`src/rtl/rd_ptr_ctrl.sv`:
```
// Per-stream read-pointer and occupancy tracker; handshakes update state one cycle later.
// Readies come only from registered counts (plus i_wr_sid): reads stall on empty streams, writes on full ones.
module rd_ptr_ctrl #(
  parameter int nstrms    = 64,
  parameter int sid_width = $clog2(nstrms),
  parameter int nports    = 8,
  parameter int ptr_width = 4,
  parameter int cnt_width = ptr_width + 1
) (
  input  logic                          clk,
  input  logic                          reset,
  input  logic                          i_wr_v,
  output logic                          i_wr_r,
  input  logic [sid_width-1:0]          i_wr_sid,
  input  logic [nports*nstrms-1:0]      i_req_v,
  output logic [nports*nstrms-1:0]      i_req_r,
  output logic [nstrms*ptr_width-1:0]   o_ptrs,
  output logic [nstrms*ptr_width-1:0]   o_wr_ptrs,
  output logic [nstrms*cnt_width-1:0]   o_cnt,
  output logic [nstrms-1:0]             o_full,
  output logic [nstrms-1:0]             o_empty
);

  localparam int depth = 2 ** ptr_width;

  logic [ptr_width-1:0]      ptr_q [nstrms];
  logic [cnt_width-1:0]      cnt_q [nstrms];
  logic [cnt_width-1:0]      k     [nstrms];
  logic [nports*nstrms-1:0]  fire;
  logic                      wfire;

  if (nports > depth) begin : g_bad_cfg
    $error("rd_ptr_ctrl: nports must not exceed 2**ptr_width");
  end

  for (genvar s = 0; s < nstrms; s++) begin : g_strm
    // Port p may take stream s only while more than p entries are queued, so
    // lower ports are always ready whenever a higher one is.
    for (genvar p = 0; p < nports; p++) begin : g_port
      assign i_req_r[p*nstrms+s] = cnt_q[s] > cnt_width'(p);
    end
    assign o_ptrs[s*ptr_width +: ptr_width]    = ptr_q[s];
    assign o_wr_ptrs[s*ptr_width +: ptr_width] = ptr_q[s] + cnt_q[s][ptr_width-1:0];
    assign o_cnt[s*cnt_width +: cnt_width]     = cnt_q[s];
    assign o_full[s]                           = cnt_q[s] == cnt_width'(depth);
    assign o_empty[s]                          = cnt_q[s] == '0;
  end

  assign fire   = i_req_v & i_req_r;
  assign i_wr_r = !o_full[i_wr_sid];
  assign wfire  = i_wr_v & i_wr_r;

  always_comb begin
    for (int s = 0; s < nstrms; s++) begin
      k[s] = '0;
      for (int p = 0; p < nports; p++) begin
        k[s] = k[s] + cnt_width'(fire[p*nstrms+s]);
      end
    end
  end

  // A full read of depth entries leaves the pointer unchanged, matching mod-D wrap.
  always_ff @(posedge clk) begin
    for (int s = 0; s < nstrms; s++) begin
      if (reset) begin
        ptr_q[s] <= '0;
        cnt_q[s] <= '0;
      end else begin
        ptr_q[s] <= ptr_q[s] + k[s][ptr_width-1:0];
        cnt_q[s] <= cnt_q[s] - k[s] + cnt_width'(wfire && (i_wr_sid == sid_width'(s)));
      end
    end
  end

  always_ff @(posedge clk) begin
    if (!reset) begin
      for (int s = 0; s < nstrms; s++) begin
        assert (cnt_q[s] <= cnt_width'(depth));
        assert (k[s] <= cnt_q[s]);
      end
      for (int p = 0; p < nports; p++) begin
        assert ($onehot0(i_req_v[p*nstrms +: nstrms]));
      end
    end
  end

endmodule

```
`config.mk`:
```
export PLATFORM = sky130hd
export DESIGN_NAME = rd_ptr_ctrl
export DESIGN_NICKNAME = d
export VERILOG_FILES = /design/src/rtl/rd_ptr_ctrl.sv
export SDC_FILE = /design/constraint.sdc
export NUM_CORES = 2
export LEC_CHECK = 0
export CORE_AREA = 2 2 784 786
export DETAILED_ROUTE_END_ITERATION = 7
export DIE_AREA = 0 0 786 788
export SYNTH_ARGS = -nofsm -noshare
export SYNTH_HDL_FRONTEND = slang
export SYNTH_SLANG_ARGS = --single-unit
```
`constraint.sdc`:
```
create_clock -name clk -period 6.7 [get_ports clk]
set_input_delay 1.34 -clock clk [delete_from_list [all_inputs] [get_ports clk]]
set_output_delay 1.34 -clock clk [all_outputs]
set_load 0.02 [all_outputs]
```
==> impl_metrics.py <==
metrics = {
    "timing": {
        "relSlewSlack": -0.04341,
        "max_freq_mhz": 159.7,
        "slew_violations": 3,
        "setup_viol": 0,
        "whs_ns": 0.6450,
        "hold_violations": 0,
        "tightestPinTransition_ns": 1.551,
        "finClkSkew_ns": 0.03755,
        "grt_setup_unrepaired": "no",
        "period_needed_ns": 6.264,
        "fin_crit_sh": 0.9349,
    },
    "detailed_routing": {
        "drt_iter0_markers": 4420,
        "post-route-drc-count": 0,
        "post_drt_wl_per_cell_um": 31.48,
        "avgViaCountPerCell": 3.406,
        "num_vias": 58580,
        "ant_nets": 0,
        "drt-pass1-iter-count": 5,
        "routed_wl_mm": 541.4,
    },
    "synth": {
        "avgSynthCellArea_sq_um": 8.667,
        "synth_nets": 8840,
        "synth_top_area_cell": "ha_1",
        "synth_ff_type": "dfxtp_1",
        "synth_edf_count": 0,
        "ys_top_cells_by_area": "ha_1, dfxtp_1, fa_1",
        "async_reset_ff_frac": 0,
        "yosysSeqAreaShare": 0.1961,
        "synth_seq_cells": 576,
        "syn_inst": 6783,
        "synth_top_area_frac": 0.2316,
        "synth_cell_type_count": 46,
        "ys_warn_count": 0,
        "syn_area_sq_mm": 0.05879,
    },
    "clocking": {
        "root_buffer": "clkbuf_16",
        "clk_pin_slew_ns": 0.06,
        "ctsHtreeMaxLevel": 3,
        "clkLatencyLatePin_ns": 0.84,
        "numCtsBuffers": 91,
        "post_cts_resized": 0,
        "clock-sinks": 576,
        "tritoncts": "done",
        "cts_hold_buf": 0,
        "cts_buffer_depth": 4,
        "postCtsSetupRepairBufs": 0,
    },
    "job": {
        "maxCapViolations": 1,
    },
    "global_route": {
        "grt_pass1_wl_mm": 667.3,
        "grt_pass1_vias": 57950,
        "grt_max_degree": 131,
        "antenna_found_initial": 136,
        "grt_usage": 0.1684,
        "overflow": 0,
    },
    "finish": {
        "stdcell_area_sq_mm": 0.09350,
        "nNetsFinal": 11050,
        "drive_gt1_frac": 0.04767,
        "syn2layout_area_growth_pct": 59.05,
    },
    "outcome": {
        "violations": "max-capacitance violations, max-slew violations",
        "outcome": "complete, but fails checks",
    },
    "placed_design": {
        "place_area_sq_mm": 0.09029,
        "routabilityCongestion": 1.055,
        "hpwl_mm": 495.2,
        "io_buffers": 1993,
    },
    "die": {
        "die_w_um": 786,
        "ios": 1994,
        "core-area_sq_mm": 0.6101,
        "die_h_um": 788,
        "rows": 287,
        "start_util": 0.09636,
        "die_area_sq_mm": 0.6194,
    },
    "setup_path": {
        "r2r_cells": 22,
        "worstSetupPathType": "flip-flop to flip-flop",
        "cp-start-kind": "flip-flop",
        "cp.required_ns": 7.38,
        "worstSetupEndpointType": "flip-flop",
        "critPathMaxFanout": 5,
        "cp_data_arrival_time_ns": 6.94,
    },
    "worst_hold_path": {
        "hold_path_class": "flip-flop to flip-flop",
        "min_delay_path_depth": 2,
    },
}
[per-layer routing]
metal  track usage  share of wire
met5             0        0.00033
met4       0.08163          0.058
met3       0.05984          0.095
met2        0.2699           0.45
met1        0.1990           0.40
[layout make-up]
class	count	area (sq um)
Fill cell	69180	516600
Sequential cell	576	11530
Clock inverter	41	530.5
Timing Repair Buffer	2224	21710
Inverter	1106	4151
Tap cell	8092	10120
Clock buffer	121	2580
Antenna cell	43	107.6
Multi-Input combinational cell	4995	42770
[synthesized netlist by cell type, types with 2 or more instances]
cell	number
a21o_1	349
a21oi_1	259
a22oi_1	2
and2_1	169
and3_1	24
and4_1	7
buf_1	3
buf_2	7
buf_4	2
clkbuf_1	93
dfxtp_1	576
fa_1	448
ha_1	1088
inv_1	1104
inv_2	2
mux4_2	9
nand2_1	778
nand2b_1	35
nand3_1	79
nand4_1	11
nor2_1	582
nor2b_1	229
nor3_1	8
nor4_1	33
o211ai_1	6
o21a_1	4
o21ai_0	98
or2_2	6
or3_1	51
or3b_1	2
or4_1	2
xnor2_1	331
xor2_1	373
[state kept, by name (all words and copies together) (netlist names)]
register	flops
cnt_q	320
ptr_q	256
[logic make-up (layout without fill, tap and decap cells)]
| kind of cell | after synthesis | after routing | synth area share |
|---|---|---|---|
| compound gates | 727 | 727 | 0.07792 |
| xor+xnor | 704 | 704 | 0.1049 |
| fa+ha+maj | 1536 | 1536 | 0.3841 |
| buf+inv | 1212 | 3492 | 0.07779 |
| flops | 576 | 576 | 0.1961 |
| mux | 9 | 9 | 0.003448 |
| other cells | 0 | 43 | 0 |
| simple gates | 2019 | 2019 | 0.1557 |
[through the flow]
step | setup TNS [ns] | std cells | worst slack [ns] | util
2_1_floorplan | 0 | 6783 | 1.089 | -
3_3_place_gp | -5.317 | 16990 | -0.4915 | 0.1479
3_5_place_dp | -0.3138 | 16990 | -0.07531 | 0.1480
4_1_cts | 0 | 17160 | 0.4365 | 0.1531
5_1_grt | 0 | 17170 | 0.1854 | 0.1531
6_report | 0 | 17200 | 0.4364 | 0.1533
[cells in the final DEF, fill, tap and decap left out, drive strengths merged, types with 2 or more instances in the layout]
cell type,Yosys,routed
a21oi,259,259
a22oi,2,2
and3,25,25
a21o,349,349
or3b,2,2
nor2,582,582
and2,170,170
nand3,80,80
xor2,373,373
nand2,778,778
nand2b,35,35
bufinv,0,10
nand4,11,11
o211ai,7,7
buf,13,245
inv,1106,1111
mux4,9,9
o21a,4,4
nor2b,229,229
or2,6,6
clkbuf,93,121
clkinvlp,0,3
clkinv,0,23
clkdlybuf4s50,0,1979
xnor2,331,331
dfxtp,576,576
ha,1088,1088
nor4,33,33
o21ai,99,99
and4,7,7
or4,2,2
or3,51,51
nor3,8,8
fa,448,448
diode,0,43
[critical path, stage by stage (launching register included)]
cell and delay (ns):
dfxtp_1 0.49, nor2_1 0.36, inv_1 0.21, nor2_1 0.20, inv_1 0.18, or3_1 0.53
and2_1 0.26, fa_1 0.54, inv_1 0.12, fa_1 0.52, fa_1 0.54, inv_1 0.04
ha_1 0.22, fa_1 0.57, inv_1 0.07, ha_1 0.29, inv_1 0.06, fa_1 0.45
inv_1 0.07, a21o_1 0.10, a21oi_1 0.07, xnor2_1 0.15, nor2_1 0.05
[worst paths after layout]
| check | to | slack, ns | startpoint |
|---|---|---|---|
| worst max-delay path | cnt_q[1][124] | 0.44 | cnt_q[1][123] |
| worst max register to register | cnt_q[1][124] | 0.44 | cnt_q[1][123] |
| worst min register to register | ptr_q[4][8] | 0.64 | ptr_q[4][8] |
| worst min-delay path | ptr_q[4][8] | 0.64 | ptr_q[4][8] |
Power is left out: the tool's default activity adds up to more than one toggle a clock period on the data nets, which glitch-free logic cannot reach.
